`src/rtl/uart_rx.sv`:
```
// 8N1 serial receiver: 2-flop synchronised rx, mid-bit start validation,
// LSB-first sampling, one-deep holding register with framing/overrun flags.
module uart_rx #(
  parameter int unsigned DIVISOR = 416
) (
  input  logic       clk,
  input  logic       rst_n,
  input  logic       rx,
  input  logic       re,
  output logic [7:0] rdata,
  output logic       valid,
  output logic       frame_err,
  output logic       overrun,
  output logic       busy
);

  localparam logic [15:0] CNT_HALF = 16'(DIVISOR / 2);
  localparam logic [15:0] CNT_FULL = 16'(DIVISOR);

  typedef enum logic [2:0] {IDLE, START, DATA, STOP, BREAK} state_t;

  state_t      state_q;
  logic        sync_q, rxs_q, rxs_dly_q;
  logic [15:0] cnt_q, cnt_d;
  logic [2:0]  bit_idx_q;
  logic [7:0]  shift_q;
  logic        commit_q, stop_bit_q;
  logic [7:0]  rdata_q;
  logic        valid_q, frame_err_q, overrun_q, busy_q;
  logic        rx_fall, cnt_half_hit, cnt_full_hit;

  always_comb begin
    rx_fall      = rxs_dly_q & ~rxs_q;
    cnt_half_hit = (cnt_q == CNT_HALF);
    cnt_full_hit = (cnt_q == CNT_FULL);
    cnt_d        = cnt_q + 16'd1;
  end

  always_ff @(posedge clk or negedge rst_n) begin
    if (!rst_n) begin
      sync_q    <= 1'b1;
      rxs_q     <= 1'b1;
      rxs_dly_q <= 1'b1;
    end else begin
      sync_q    <= rx;
      rxs_q     <= sync_q;
      rxs_dly_q <= rxs_q;
    end
  end

  always_ff @(posedge clk or negedge rst_n) begin
    if (!rst_n) begin
      state_q     <= IDLE;
      cnt_q       <= '0;
      bit_idx_q   <= '0;
      shift_q     <= '0;
      commit_q    <= 1'b0;
      stop_bit_q  <= 1'b0;
      rdata_q     <= '0;
      valid_q     <= 1'b0;
      frame_err_q <= 1'b0;
      overrun_q   <= 1'b0;
      busy_q      <= 1'b0;
    end else begin
      commit_q <= 1'b0;
      case (state_q)
        IDLE: begin
          if (rx_fall) begin
            state_q <= START;
            cnt_q   <= '0;
            busy_q  <= 1'b1;
          end
        end
        START: begin
          if (cnt_half_hit) begin
            cnt_q <= '0;
            if (rxs_q) begin
              state_q <= IDLE;
              busy_q  <= 1'b0;
            end else begin
              state_q   <= DATA;
              bit_idx_q <= '0;
            end
          end else begin
            cnt_q <= cnt_d;
          end
        end
        DATA: begin
          if (cnt_full_hit) begin
            shift_q   <= {rxs_q, shift_q[7:1]};
            bit_idx_q <= bit_idx_q + 3'd1;
            cnt_q     <= '0;
            if (bit_idx_q == 3'd7) state_q <= STOP;
          end else begin
            cnt_q <= cnt_d;
          end
        end
        STOP: begin
          if (cnt_full_hit) begin
            stop_bit_q <= rxs_q;
            commit_q   <= 1'b1;
            cnt_q      <= '0;
            if (rxs_q) begin
              state_q <= IDLE;
              busy_q  <= 1'b0;
            end else begin
              state_q <= BREAK;
            end
          end else begin
            cnt_q <= cnt_d;
          end
        end
        BREAK: begin
          // a held-low line must return high before a new start is accepted
          if (rxs_q) begin
            state_q <= IDLE;
            cnt_q   <= '0;
            busy_q  <= 1'b0;
          end
        end
        default: begin
          state_q <= IDLE;
          cnt_q   <= '0;
          busy_q  <= 1'b0;
        end
      endcase

      if (commit_q) begin
        if (!valid_q || re) begin
          rdata_q     <= shift_q;
          valid_q     <= 1'b1;
          frame_err_q <= ~stop_bit_q;
        end else begin
          overrun_q <= 1'b1;
        end
      end else if (re && valid_q) begin
        valid_q     <= 1'b0;
        frame_err_q <= 1'b0;
        overrun_q   <= 1'b0;
      end
    end
  end

  assign rdata     = rdata_q;
  assign valid     = valid_q;
  assign frame_err = frame_err_q;
  assign overrun   = overrun_q;
  assign busy      = busy_q;

endmodule

```
`config.mk`:
```
export PLATFORM = sky130hd
export DESIGN_NAME = uart_rx
export DESIGN_NICKNAME = d
export VERILOG_FILES = /design/src/rtl/uart_rx.sv
export SDC_FILE = /design/constraint.sdc
export NUM_CORES = 1
export LEC_CHECK = 0
export CAP_MARGIN = 20
export CELL_PAD_IN_SITES_DETAIL_PLACEMENT = 1
export CELL_PAD_IN_SITES_GLOBAL_PLACEMENT = 1
export CORE_MARGIN = 4
export CORE_UTILIZATION = 44
export DETAILED_ROUTE_END_ITERATION = 8
export DONT_BUFFER_PORTS = 1
export PLACE_DENSITY_LB_ADDON = 0.1
export SYNTH_ARGS = -nofsm -noshare
export SYNTH_HDL_FRONTEND = slang
export SYNTH_SLANG_ARGS = --single-unit
```
`constraint.sdc`:
```
create_clock -name clk -period 2.3 [get_ports clk]
set_clock_uncertainty 0.2 [all_clocks]
set_input_delay 0.575 -clock clk [delete_from_list [all_inputs] [get_ports clk]]
set_output_delay 0.575 -clock clk [all_outputs]
set_load 0.05 [all_outputs]
```
==> out/metrics.yaml <==
clock_network:
  h-tree-depth: 2
  clock_latency_ns: 0.31
  root_buffer: "clkbuf_8"
  clock_path_buffers: 2
  cts_buffers: 5
  clock_sinks: 47
  cts_tree: "done"
  clk_pin_slew_ns: 0.08
drt:
  drt_wl_total_um: 4920
  first_pass_iters: 4
  drt-initial-drc-count: 72
  routed_via_density: 5.29
  drc: 0
  avgRoutedWirePerCell_um: 16.3
  vias: 1597
  ant_nets: 0
global_route:
  grt_util_met2_pct: 31.3
  grt_pass1_wl_um: 8450
  antenna_found_initial: 0
  grt_overflow: 0
  track_usage_pct: 17.5
  grt_max_degree: 48
  grt_use_met1_pct: 19.9
  busiest_layer: "met2"
  grt_util_met3_pct: 4.31
  first_global_vias: 1748
layout:
  fin_cells: 302
  final_nets: 242
  final_layout_size_suffix_gt1_share_pct: 24.3
  n_antenna_cell: 0
  areaGrowthSynthToFinish_pct: 17.2
floorplanning:
  die_width_um: 79.2
  row_count: 25
  die-area_um2: 6270
  io-pin-count: 16
  core_um2: 4820
  die_y_um: 79.2
  start_util_pct: 46.3
pwr:
  leakage_uw: 0.00126
  powerDensity_nw_per_um2: 811
  ir_drop_uv: 487
logic_synthesis:
  postSynthAreaPerCell_um2: 10.5
  synth_cell_types: 49
  synth-seq-cells: 47
  synth-compound-area-share_pct: 9.15
  synth_top_family_by_area: "simple AND/OR/NAND/NOR gates"
  synth_fa_ha_area_share_pct: 2.24
  syn_nets: 220
  synthMuxAreaShare_pct: 4.55
  ys_seq_area_share_pct: 52.9
  yosys_warnings: 0
  synth.cell_area_um2: 2230
  synth-xor-area-share_pct: 4.71
  synth-simple-area-share_pct: 23.2
  synthCells: 212
setup_path:
  reg2reg_slack_ns: -0.003
  cp-endpoint: "cnt_q[3]$_DFFE_PN0P_"
  crit_chain: "inv_1 > ha_1 > or3b_4 > nor4_4 > o22a_2 > nor2_1 > a211o_1"
  r2r_cells: 7
  startpoint_type: "flop"
  timing.rr.start: "cnt_q[0]$_DFFE_PN0P_"
  path_class: "reg2reg"
  timing.rr.end: "cnt_q[3]$_DFFE_PN0P_"
  slowest_delay_ns: 0.42
  end_kind: "flop"
  arrival_ns: 2.29
  crit_required_ns: 2.29
  crit_slowest_cell: "or3b_4"
  crit_fanout: 5
  critical_path.startpoint: "cnt_q[0]$_DFFE_PN0P_"
sta:
  max_freq_mhz: 434
  worst_pin_slew_ns: 0.607
  hold_viol_final: 0
  fin_crit_ns: 2.30
  setup_violations: 1
  drv_slew: 0
  relSlewSlack_pct: 59.3
  finalCritPeriodShare_pct: 100
  grt_setup_unrepaired: "yes"
  fin_ws_ns: -0.00254
  holdWs_ns: 0.0650
placed_design:
  dp.cells: 286
  dp_hpwl_um: 3460
  numPortBuffers: 0
  place_congestion: 0.774
worst_hold_path:
  holdCritStartpoint: "rx"
  hp-class: "in2reg"
  min_path_cells: 0
run:
  cap_violations: 0
outcome:
  violations: "negative setup slack"
  status: "complete, but fails checks"
cells by family after synthesis:
| kind of cell | after synthesis |
|---|---|
| xor+xnor | 12 |
| buf+inv | 15 |
| simple gates | 97 |
| fa+ha+maj | 4 |
| compound gates | 28 |
| flops | 47 |
| mux | 9 |
per-layer routing:
metal / wire length (um) / vias to the layer above / share of wire (%)
li1: - / 772 / -
met1: 2040 / 793 / 42
met3: 149 / 9 / 3.0
met4: 100 / 0 / 2.0
met5: 0 / - / 0
met2: 2630 / 23 / 53
synth_stat cells, drive strengths merged:
library cell | instances | share of area (%)
a2111o | 1 | 0.51
a211o | 1 | 0.39
a211oi | 3 | 1.5
a21o | 1 | 0.34
a21oi | 7 | 1.7
a22o | 2 | 0.79
and2 | 2 | 0.56
and3 | 5 | 1.5
buf | 4 | 1.4
clkbuf | 1 | 0.17
dfrtp | 44 | 49
dfstp | 3 | 3.5
ha | 4 | 2.2
inv | 10 | 1.7
mux2 | 9 | 4.5
nand2 | 39 | 6.6
nand2b | 2 | 0.56
nand3 | 8 | 1.8
nand4 | 2 | 0.56
nand4bb | 1 | 0.51
nor2 | 22 | 3.7
nor3 | 2 | 0.45
nor3b | 1 | 0.34
nor4 | 4 | 2.7
o211ai | 1 | 0.34
o21a | 1 | 0.34
o21ai | 7 | 1.7
o221ai | 1 | 0.39
o22a | 1 | 0.45
o22ai | 1 | 0.28
o32ai | 1 | 0.39
or3 | 1 | 0.28
or3b | 3 | 1.4
or4 | 2 | 0.67
or4b | 2 | 1.1
or4bb | 1 | 0.51
xnor2 | 4 | 1.6
xor2 | 8 | 3.1
worst min-delay path by stage:
stage / end
2_1_floorplan: bit_idx_q[0]$_DFFE_PN0P_
3_3_place_gp: valid$_DFFE_PN0P_
3_5_place_dp: frame_err$_DFFE_PN0P_
4_1_cts: sync_q$_DFF_PN1_
5_1_grt: sync_q$_DFF_PN1_
6_report: sync_q$_DFF_PN1_
what timing repair did:
action                                 4_1_cts  5_1_grt
pin swaps                                    2        9
endpoints found under the hold margin       47        0
setup buffers                                2        4
setup endpoints to repair                    3       19
hold buffers                                 2        0
resized for setup                            1        8
report_power, final:
part	switching (uW)	internal [uW]	total [uW]
Clock	287	433	721
Sequential	146	909	1050
Combinational	184	161	345
Total	617	1500	2120
cell type report:
| cell class | instances | area, um2 |
|---|---|---|
| well taps | 67 | 83.8 |
| repair buffers | 20 | 180 |
| flip-flops and latches | 47 | 1180 |
| inverters | 10 | 37.5 |
| multi-input cells | 150 | 995 |
| fillers | 570 | 2200 |
| clock inverters | 3 | 67.6 |
| clock buffers | 5 | 68.8 |
stage by stage:
| step | setup slack [ns] | utilization, % | total power [uW] | cell area [um2] | TNS, ns |
|---|---|---|---|---|---|
| after floorplan | 0.105 | - | 1270 | 2230 | 0 |
| after CTS | 0.00820 | 53.2 | 2090 | 2560 | 0 |
| after detailed placement | -0.0688 | 49.2 | 1350 | 2370 | -0.137 |
| after global placement | 0.0219 | 49.2 | 1320 | 2370 | 0 |
| after global routing | -0.0892 | 54.3 | 2230 | 2610 | -0.474 |
| final | -0.00254 | 54.3 | 2120 | 2610 | -0.00254 |
registers in the layout, summed over array words and instances, names as in the netlist:
register    count
state_q         3
valid           1
bit_idx_q       3
rxs_q           1
busy            1
stop_bit_q      1
commit_q        1
rdata           8
frame_err       1
sync_q          1
shift_q         8
overrun         1
rxs_dly_q       1
cnt_q          16
placed cells by master (no fill, tap or decap), drive strengths merged, types with 2 or more instances in the layout:
master   n
a21oi    7
mux2     9
or4b     2
nand2   39
xnor2    4
buf     19
dfrtp   44
a22o     2
nor3     2
bufinv   2
o21ai    7
nand3    8
inv     10
dfstp    3
nor4     4
clkbuf   5
nor2    22
or3b     3
nand4    2
and3     5
ha       4
or4      2
a211oi   3
and2     2
nand2b   2
xor2     8
worst max-delay path: cells and delay by family, from the launching register on:
kind	cells	cell delay [ns]
AO/OA/AOI/OAI	2	0.54
AND/OR/NAND/NOR	3	0.86
buffers and inverters	1	0.06
adder cells (fa/ha/maj)	1	0.13
flip-flops	1	0.40
Power figures use the tool's default switching activity.
